File: src/rtl/async_fifo_wr_arb.sv
// -----------------------------------------------------------------------------
// async_fifo_wr_arb
//   Write side of an asynchronous FIFO fed by NREQ burst requesters through a
//   round-robin arbiter. Once a requester is granted it keeps the FIFO write
//   port until its last beat is accepted. The block keeps the binary and Gray
//   write pointers, and derives full and level from the read pointer that has
//   already been synchronized into wclk.
//
// Parameters
//   ASIZE : FIFO address width (depth = 2**ASIZE)
//   DSIZE : data width
//   NREQ  : number of requesters, 2..8
//
// Ports
//   wclk, wrst_n          : write clock, asynchronous active-low reset
//   req_valid/last/data   : per-requester beat valid, last-of-burst, data
//                           (requester i uses req_data[i*DSIZE +: DSIZE])
//   req_ready             : per-requester beat accept (only the granted one)
//   wq2_rptr              : Gray read pointer, synchronized into wclk
//   wen/waddr/wdata       : FIFO RAM write port
//   wptr                  : registered Gray write pointer to the read side
//   wfull                 : registered full flag
//   wlevel                : registered occupancy estimate, 0..2**ASIZE
//   grant_id, busy        : locked requester index, burst-locked flag
// -----------------------------------------------------------------------------
module async_fifo_wr_arb #(
    parameter int ASIZE = 4,
    parameter int DSIZE = 32,
    parameter int NREQ  = 4
) (
    input  logic                  wclk,
    input  logic                  wrst_n,
    input  logic [NREQ-1:0]       req_valid,
    input  logic [NREQ-1:0]       req_last,
    input  logic [NREQ*DSIZE-1:0] req_data,
    output logic [NREQ-1:0]       req_ready,
    input  logic [ASIZE:0]        wq2_rptr,
    output logic                  wen,
    output logic [ASIZE-1:0]      waddr,
    output logic [DSIZE-1:0]      wdata,
    output logic [ASIZE:0]        wptr,
    output logic                  wfull,
    output logic [ASIZE:0]        wlevel,
    output logic [2:0]            grant_id,
    output logic                  busy
);

    typedef enum logic {
        IDLE = 1'b0,
        LOCK = 1'b1
    } state_t;

    state_t          state_q,    state_d;
    logic [2:0]      grant_id_q, grant_id_d;
    logic [2:0]      rr_ptr_q,   rr_ptr_d;
    logic [ASIZE:0]  wbin_q,     wbin_d;
    logic [ASIZE:0]  wptr_q,     wptr_d;
    logic [ASIZE:0]  wlevel_q,   wlevel_d;
    logic            wfull_q,    wfull_d;

    logic             sel_valid;
    logic             sel_last;
    logic [DSIZE-1:0] sel_data;
    logic             accept;
    logic [NREQ-1:0]  rot_valid;
    logic             found;
    logic [2:0]       pick;
    logic [3:0]       pick_sum;
    logic [ASIZE:0]   rbin;

    function automatic logic [ASIZE:0] gray2bin(input logic [ASIZE:0] g);
        logic [ASIZE:0] b;
        b[ASIZE] = g[ASIZE];
        for (int unsigned i = 0; i < ASIZE; i++) begin
            b[ASIZE-1-i] = b[ASIZE-i] ^ g[ASIZE-1-i];
        end
        return b;
    endfunction

    assign busy = (state_q == LOCK);

    // Granted requester's signals, selected by comparison so the 3-bit
    // grant index never indexes a narrower vector directly.
    always_comb begin
        sel_valid = 1'b0;
        sel_last  = 1'b0;
        sel_data  = '0;
        req_ready = '0;
        for (int unsigned i = 0; i < NREQ; i++) begin
            if (grant_id_q == 3'(i)) begin
                sel_valid    = req_valid[i];
                sel_last     = req_last[i];
                sel_data     = req_data[i*DSIZE +: DSIZE];
                req_ready[i] = busy & ~wfull_q;
            end
        end
    end

    assign accept = busy & ~wfull_q & sel_valid;
    assign wen    = accept;
    assign waddr  = wbin_q[ASIZE-1:0];
    assign wdata  = sel_data;

    // Round-robin search: rotate the valid vector so rr_ptr lands on bit 0,
    // take the lowest set bit, then map that offset back to a requester.
    always_comb begin
        rot_valid = NREQ'({req_valid, req_valid} >> rr_ptr_q);
        found     = 1'b0;
        pick      = rr_ptr_q;
        pick_sum  = '0;
        for (int unsigned i = 0; i < NREQ; i++) begin
            if (!found && rot_valid[i]) begin
                found    = 1'b1;
                pick_sum = {1'b0, rr_ptr_q} + 4'(i);
                if (pick_sum >= 4'(NREQ)) begin
                    pick_sum = pick_sum - 4'(NREQ);
                end
                pick = pick_sum[2:0];
            end
        end
    end

    always_comb begin
        state_d    = state_q;
        grant_id_d = grant_id_q;
        rr_ptr_d   = rr_ptr_q;

        wbin_d   = accept ? (wbin_q + 1'b1) : wbin_q;
        wptr_d   = (wbin_d >> 1) ^ wbin_d;
        rbin     = gray2bin(wq2_rptr);
        // Full when the next write pointer has lapped the read pointer once:
        // top two Gray bits inverted, the rest equal.
        wfull_d  = (wptr_d == {~wq2_rptr[ASIZE:ASIZE-1], wq2_rptr[ASIZE-2:0]});
        wlevel_d = wbin_d - rbin;

        case (state_q)
            IDLE: begin
                if (found) begin
                    grant_id_d = pick;
                    state_d    = LOCK;
                end
            end
            LOCK: begin
                if (accept && sel_last) begin
                    state_d  = IDLE;
                    rr_ptr_d = (grant_id_q == 3'(NREQ-1)) ? 3'd0 : (grant_id_q + 3'd1);
                end
            end
            default: state_d = IDLE;
        endcase
    end

    always_ff @(posedge wclk or negedge wrst_n) begin
        if (!wrst_n) begin
            state_q    <= IDLE;
            grant_id_q <= '0;
            rr_ptr_q   <= '0;
            wbin_q     <= '0;
            wptr_q     <= '0;
            wfull_q    <= 1'b0;
            wlevel_q   <= '0;
        end else begin
            state_q    <= state_d;
            grant_id_q <= grant_id_d;
            rr_ptr_q   <= rr_ptr_d;
            wbin_q     <= wbin_d;
            wptr_q     <= wptr_d;
            wfull_q    <= wfull_d;
            wlevel_q   <= wlevel_d;
        end
    end

    assign grant_id = grant_id_q;
    assign wptr     = wptr_q;
    assign wfull    = wfull_q;
    assign wlevel   = wlevel_q;

endmodule
File: config.mk
export PLATFORM = sky130hd
export DESIGN_NAME = async_fifo_wr_arb
export DESIGN_NICKNAME = d
export VERILOG_FILES = /design/src/rtl/async_fifo_wr_arb.sv
export SDC_FILE = /design/constraint.sdc
export NUM_CORES = 1
export LEC_CHECK = 0
export BUFFER_PORTS_ARGS = -buffer_cell sky130_fd_sc_hd__buf_2
export CAP_MARGIN = 40
export CORE_MARGIN = 8
export CORE_UTILIZATION = 30
export DETAILED_ROUTE_END_ITERATION = 8
export PLACE_DENSITY = 0.66
export SLEW_MARGIN = 25
export SYNTH_ARGS = -nofsm -noshare
export SYNTH_HDL_FRONTEND = slang
export SYNTH_SLANG_ARGS = --single-unit
File: constraint.sdc
create_clock -name wclk -period 3.5 [get_ports wclk]
set_clock_uncertainty 0.05 [all_clocks]
set_input_delay 0.35 -clock wclk [delete_from_list [all_inputs] [get_ports wclk]]
set_output_delay 0.35 -clock wclk [all_outputs]
set_load 0.03 [all_outputs]
==> run summary <==
Commonest register cell after synthesis: sky130_fd_sc_hd__dfrtp_1. The area growth from synthesis to layout is 47.4%. Counting the buffers created by CTS gives 3.

Across all layers, the routed design uses 3198 vias. STA classifies the critical path endpoint as a flip-flop. The run gives 835 as the filler cell count in the final layout.

When the netlist entered floorplanning its net count stood at 492. Entering global routing, the biggest net connects 54 pins. The total placed instance area came out at 0.00358 mm2.

In this run the remaining antenna-violating nets after routing total 0. The insertion delay to the later sink of the worst-skew pair was 260 ps; the core area was 0.00813 mm2. Setup repair after global routing left no endpoint under its margin. The ratio of cells with drive above 1 in the final layout was 0.431.

The run gives 0 as the total congestion overflow. The number of non-filler instances in the completed layout came out at 630. In the final routed layout, each cell accounts on average for 17.3 um.

The cell area power density was 1150 mW/mm2. Summed over all cells, the static leakage comes to 1.91 nW. The most frequent standard cell in the layout excluding fill and tap cells is sky130_fd_sc_hd__buf_2.

Counting every sink on the clock net gives 22. For this block, the initial DRC count from the detailed router was 184. The top cell types in the final layout, fill and taps aside, are sky130_fd_sc_hd__buf_2, sky130_fd_sc_hd__nand2_1, sky130_fd_sc_hd__o21ai_0, sky130_fd_sc_hd__a22oi_1, sky130_fd_sc_hd__dfrtp_1. The tools report the core occupancy in the finished layout as 0.451. 199 I/O pins were placed. The final max-slew violation count is 0, and the number of violations of the max-capacitance limit is 0. The run gives 16700 um as the global-route wire length before repair. The tools report the number of H-tree levels as 1. The largest single stage delay on the critical path is 470 ps.

The run gives 3290 ps as the arrival time at the worst endpoint. Once detailed placement completed, the half-perimeter wirelength came to 9020 um. Once the clock tree was built, the resizer swapped 0 gates to a different size. The length of the first detailed-routing pass in iterations is 4. The floorplan has 33 rows. TritonCTS built the clock tree.

The logs give 0.618 for the headroom to the max-slew limit and 3640 ps for the required time of the critical path. The die is 107 um tall. The run gives 676 as the final-stage net count. The critical path is of the flip-flop to flip-flop type. The width of the die works out to 107 um.

In this run the tool buffered the top-level ports with 198 buffer cells. For the number of hold violations in the final report, the log shows 22. Synthesis produced 341 cells. The tools report the number of global-route vias before repair as 3169. The run gives 0 as the post-CTS setup repair buffer count. With fillers left out, the area of the finished cells amounts to 0.00367 mm2. Path class of the lowest-slack min-delay path: input port to async pin. The post-route fraction of the period consumed by the critical path came out at 0.899.

The pin slew with the least headroom to its limit came out at 573 ps. The flow ran to the end, but the final reports show violations. Number of antenna violations at the first check in global routing: 1.

The tools report the number of warnings printed during yosys synthesis as 0. Setup total negative slack on the finished layout was measured at 0 ps. The worst supply voltage drop on vdd is 0.696 mV. The longest clock path from root to sink contains 2 buffers. Prior to clock tree synthesis, the placed netlist has a worst setup slack of 358 ps. The signal on the critical path passes through inv_1 > ha_1 > nor3b_1 > a2111o_1 > nor2_2 > mux2i_2 > inv_2 > xnor2_1 > ha_1 > a211o_1 > a41oi_2 > xnor2_1.

The final reports fail on hold timing. The overall fraction of global-route tracks in use was 0.177. The post-route worst hold slack came out at -12.7 ps. The tools report the type of origin of the critical path as a flip-flop. Highest-delay cell along the critical path: sky130_fd_sc_hd__a2111o_1. In this run, synthesis inferred 0 flip-flops with an integrated enable.

The synthesized design contains 22 register bits. The cell count after placement was 624. Starting density of the core: 0.306.

The share of flip-flops with an asynchronous set or reset works out to 1.00. The peak fanout along the critical path came out at 6. After detailed routing, the total wire length is 10900 um. For the footprint of the multi-input gates, the log shows 0.00180 mm2.

Summing every instance area after synthesis gives 0.00249 mm2. Subtracting the final worst setup slack from the clock period gives 3150 ps. In this run the mean area of a mapped cell was 7.29 um2. Timing would allow up to 318 MHz. The die covers 0.0115 mm2. Sequential cell area fraction in the yosys report: 0.221. In the routed design, unresolved DRC markers number 0. After detailed routing, the number of vias per cell comes to 5.08.

The tools report the number of distinct standard cells referenced by the synthesized netlist as 48. In this run, post-CTS hold repair placed 0 buffers. The congestion estimate from routability-driven global placement came to 0.923.

Clock tree synthesis selected as its root buffer the cell sky130_fd_sc_hd__clkbuf_8. The worst path setup slack after routing is 354 ps. Setup violations remaining at the end of the flow were counted as 0.

Summing all flip-flop and latch instances after layout gives 551 um2. Clock-pin slew was measured on the worst setup and hold paths at 80 ps.
-- metrics by stage --
step,hold slack [ps],power (mW)
5_1_grt,28.7,4.59
4_1_cts,1.02,4.24
3_3_place_gp,291,3.98
6_report,-12.7,4.22
3_5_place_dp,296,4.02
2_1_floorplan,4.41,3.07
-- flip-flops by register name (all words and copies together) (netlist names) --
signal / count
busy: 1
grant_id: 3
rr_ptr_q: 3
wbin_q: 5
wfull: 1
wlevel: 5
wptr: 4
-- cells by family after synthesis --
logic type               synth area share
AO/OA/AOI/OAI                       0.333
AND/OR/NAND/NOR                     0.204
buffers and inverters              0.0619
XOR/XNOR                           0.0931
flip-flops                          0.221
multiplexers                       0.0473
adder cells (fa/ha/maj)            0.0402
-- routing by layer --
metal  global-route usage  wire length [um]  vias up
li1                     -                 -     1580
met1                0.191              4060     1451
met2                0.328              5640      152
met3               0.0456              1010       15
met4               0.0533               218        0
met5                    0                 0        -
-- cell usage after synthesis, types with 2 or more instances --
cell	count	area [um2]
sky130_fd_sc_hd__nand2_1	70	263
sky130_fd_sc_hd__nor2b_1	6	37.5
sky130_fd_sc_hd__xor2_1	7	61.3
sky130_fd_sc_hd__nor2_1	6	22.5
sky130_fd_sc_hd__o21ai_0	69	345
sky130_fd_sc_hd__nand2b_1	4	25.0
sky130_fd_sc_hd__a21oi_1	8	40.0
sky130_fd_sc_hd__nor3_1	4	20.0
sky130_fd_sc_hd__ha_1	8	100
sky130_fd_sc_hd__mux2i_1	7	70.1
sky130_fd_sc_hd__o211ai_1	3	22.5
sky130_fd_sc_hd__clkbuf_1	24	90.1
sky130_fd_sc_hd__or3_1	2	12.5
sky130_fd_sc_hd__o2bb2ai_1	2	17.5
sky130_fd_sc_hd__nand3_1	4	20.0
sky130_fd_sc_hd__inv_1	13	48.8
sky130_fd_sc_hd__a211oi_1	3	22.5
sky130_fd_sc_hd__a22oi_1	33	248
sky130_fd_sc_hd__xnor2_1	15	131
sky130_fd_sc_hd__dfrtp_1	22	551
sky130_fd_sc_hd__and2_1	2	12.5
sky130_fd_sc_hd__nor3b_1	2	15.0
sky130_fd_sc_hd__o221ai_1	2	17.5
-- path summary, 6_finish.rpt --
check | startpoint | endpoint | slack [ps] | cells after the start
min reg2reg | rr_ptr_q[2] | rr_ptr_q[2] | 540 | 1
max reg2reg | grant_id[0] | wlevel[4] | 350 | 12
max | grant_id[0] | wlevel[4] | 350 | 12
min | wrst_n | wptr[1] | -10 | 1
min in group wclk | req_last[3] | busy | 380 | 3
max in group asynchronous | wrst_n | grant_id[1] | 3080 | 1
-- power breakdown --
group | total (mW) | switching, mW | internal [mW] | leakage, nW
registers | 0.501 | 0.119 | 0.383 | 0.264
logic | 3.54 | 2.32 | 1.22 | 1.62
clock network | 0.182 | 0.0820 | 0.100 | 0.0288
total | 4.22 | 2.52 | 1.70 | 1.91
-- final cells by class --
| class | count | area share |
|---|---|---|
| multi-input cells | 279 | 0.490 |
| repair buffers | 205 | 0.294 |
| flip-flops and latches | 22 | 0.150 |
| well taps | 105 | 0.0358 |
| clock buffers | 4 | 0.0150 |
| inverters | 14 | 0.0143 |
| diodes | 1 | 0.000683 |
-- worst max-delay path: cells and delay by family (launching register included) --
| family | cells | cell delay, ps |
|---|---|---|
| compound gates | 3 | 930 |
| xor+xnor | 2 | 270 |
| fa+ha+maj | 2 | 510 |
| buf+inv | 2 | 180 |
| flops | 1 | 440 |
| mux | 1 | 340 |
| simple gates | 2 | 340 |
Note: power is estimated with default switching activity, not from simulation.
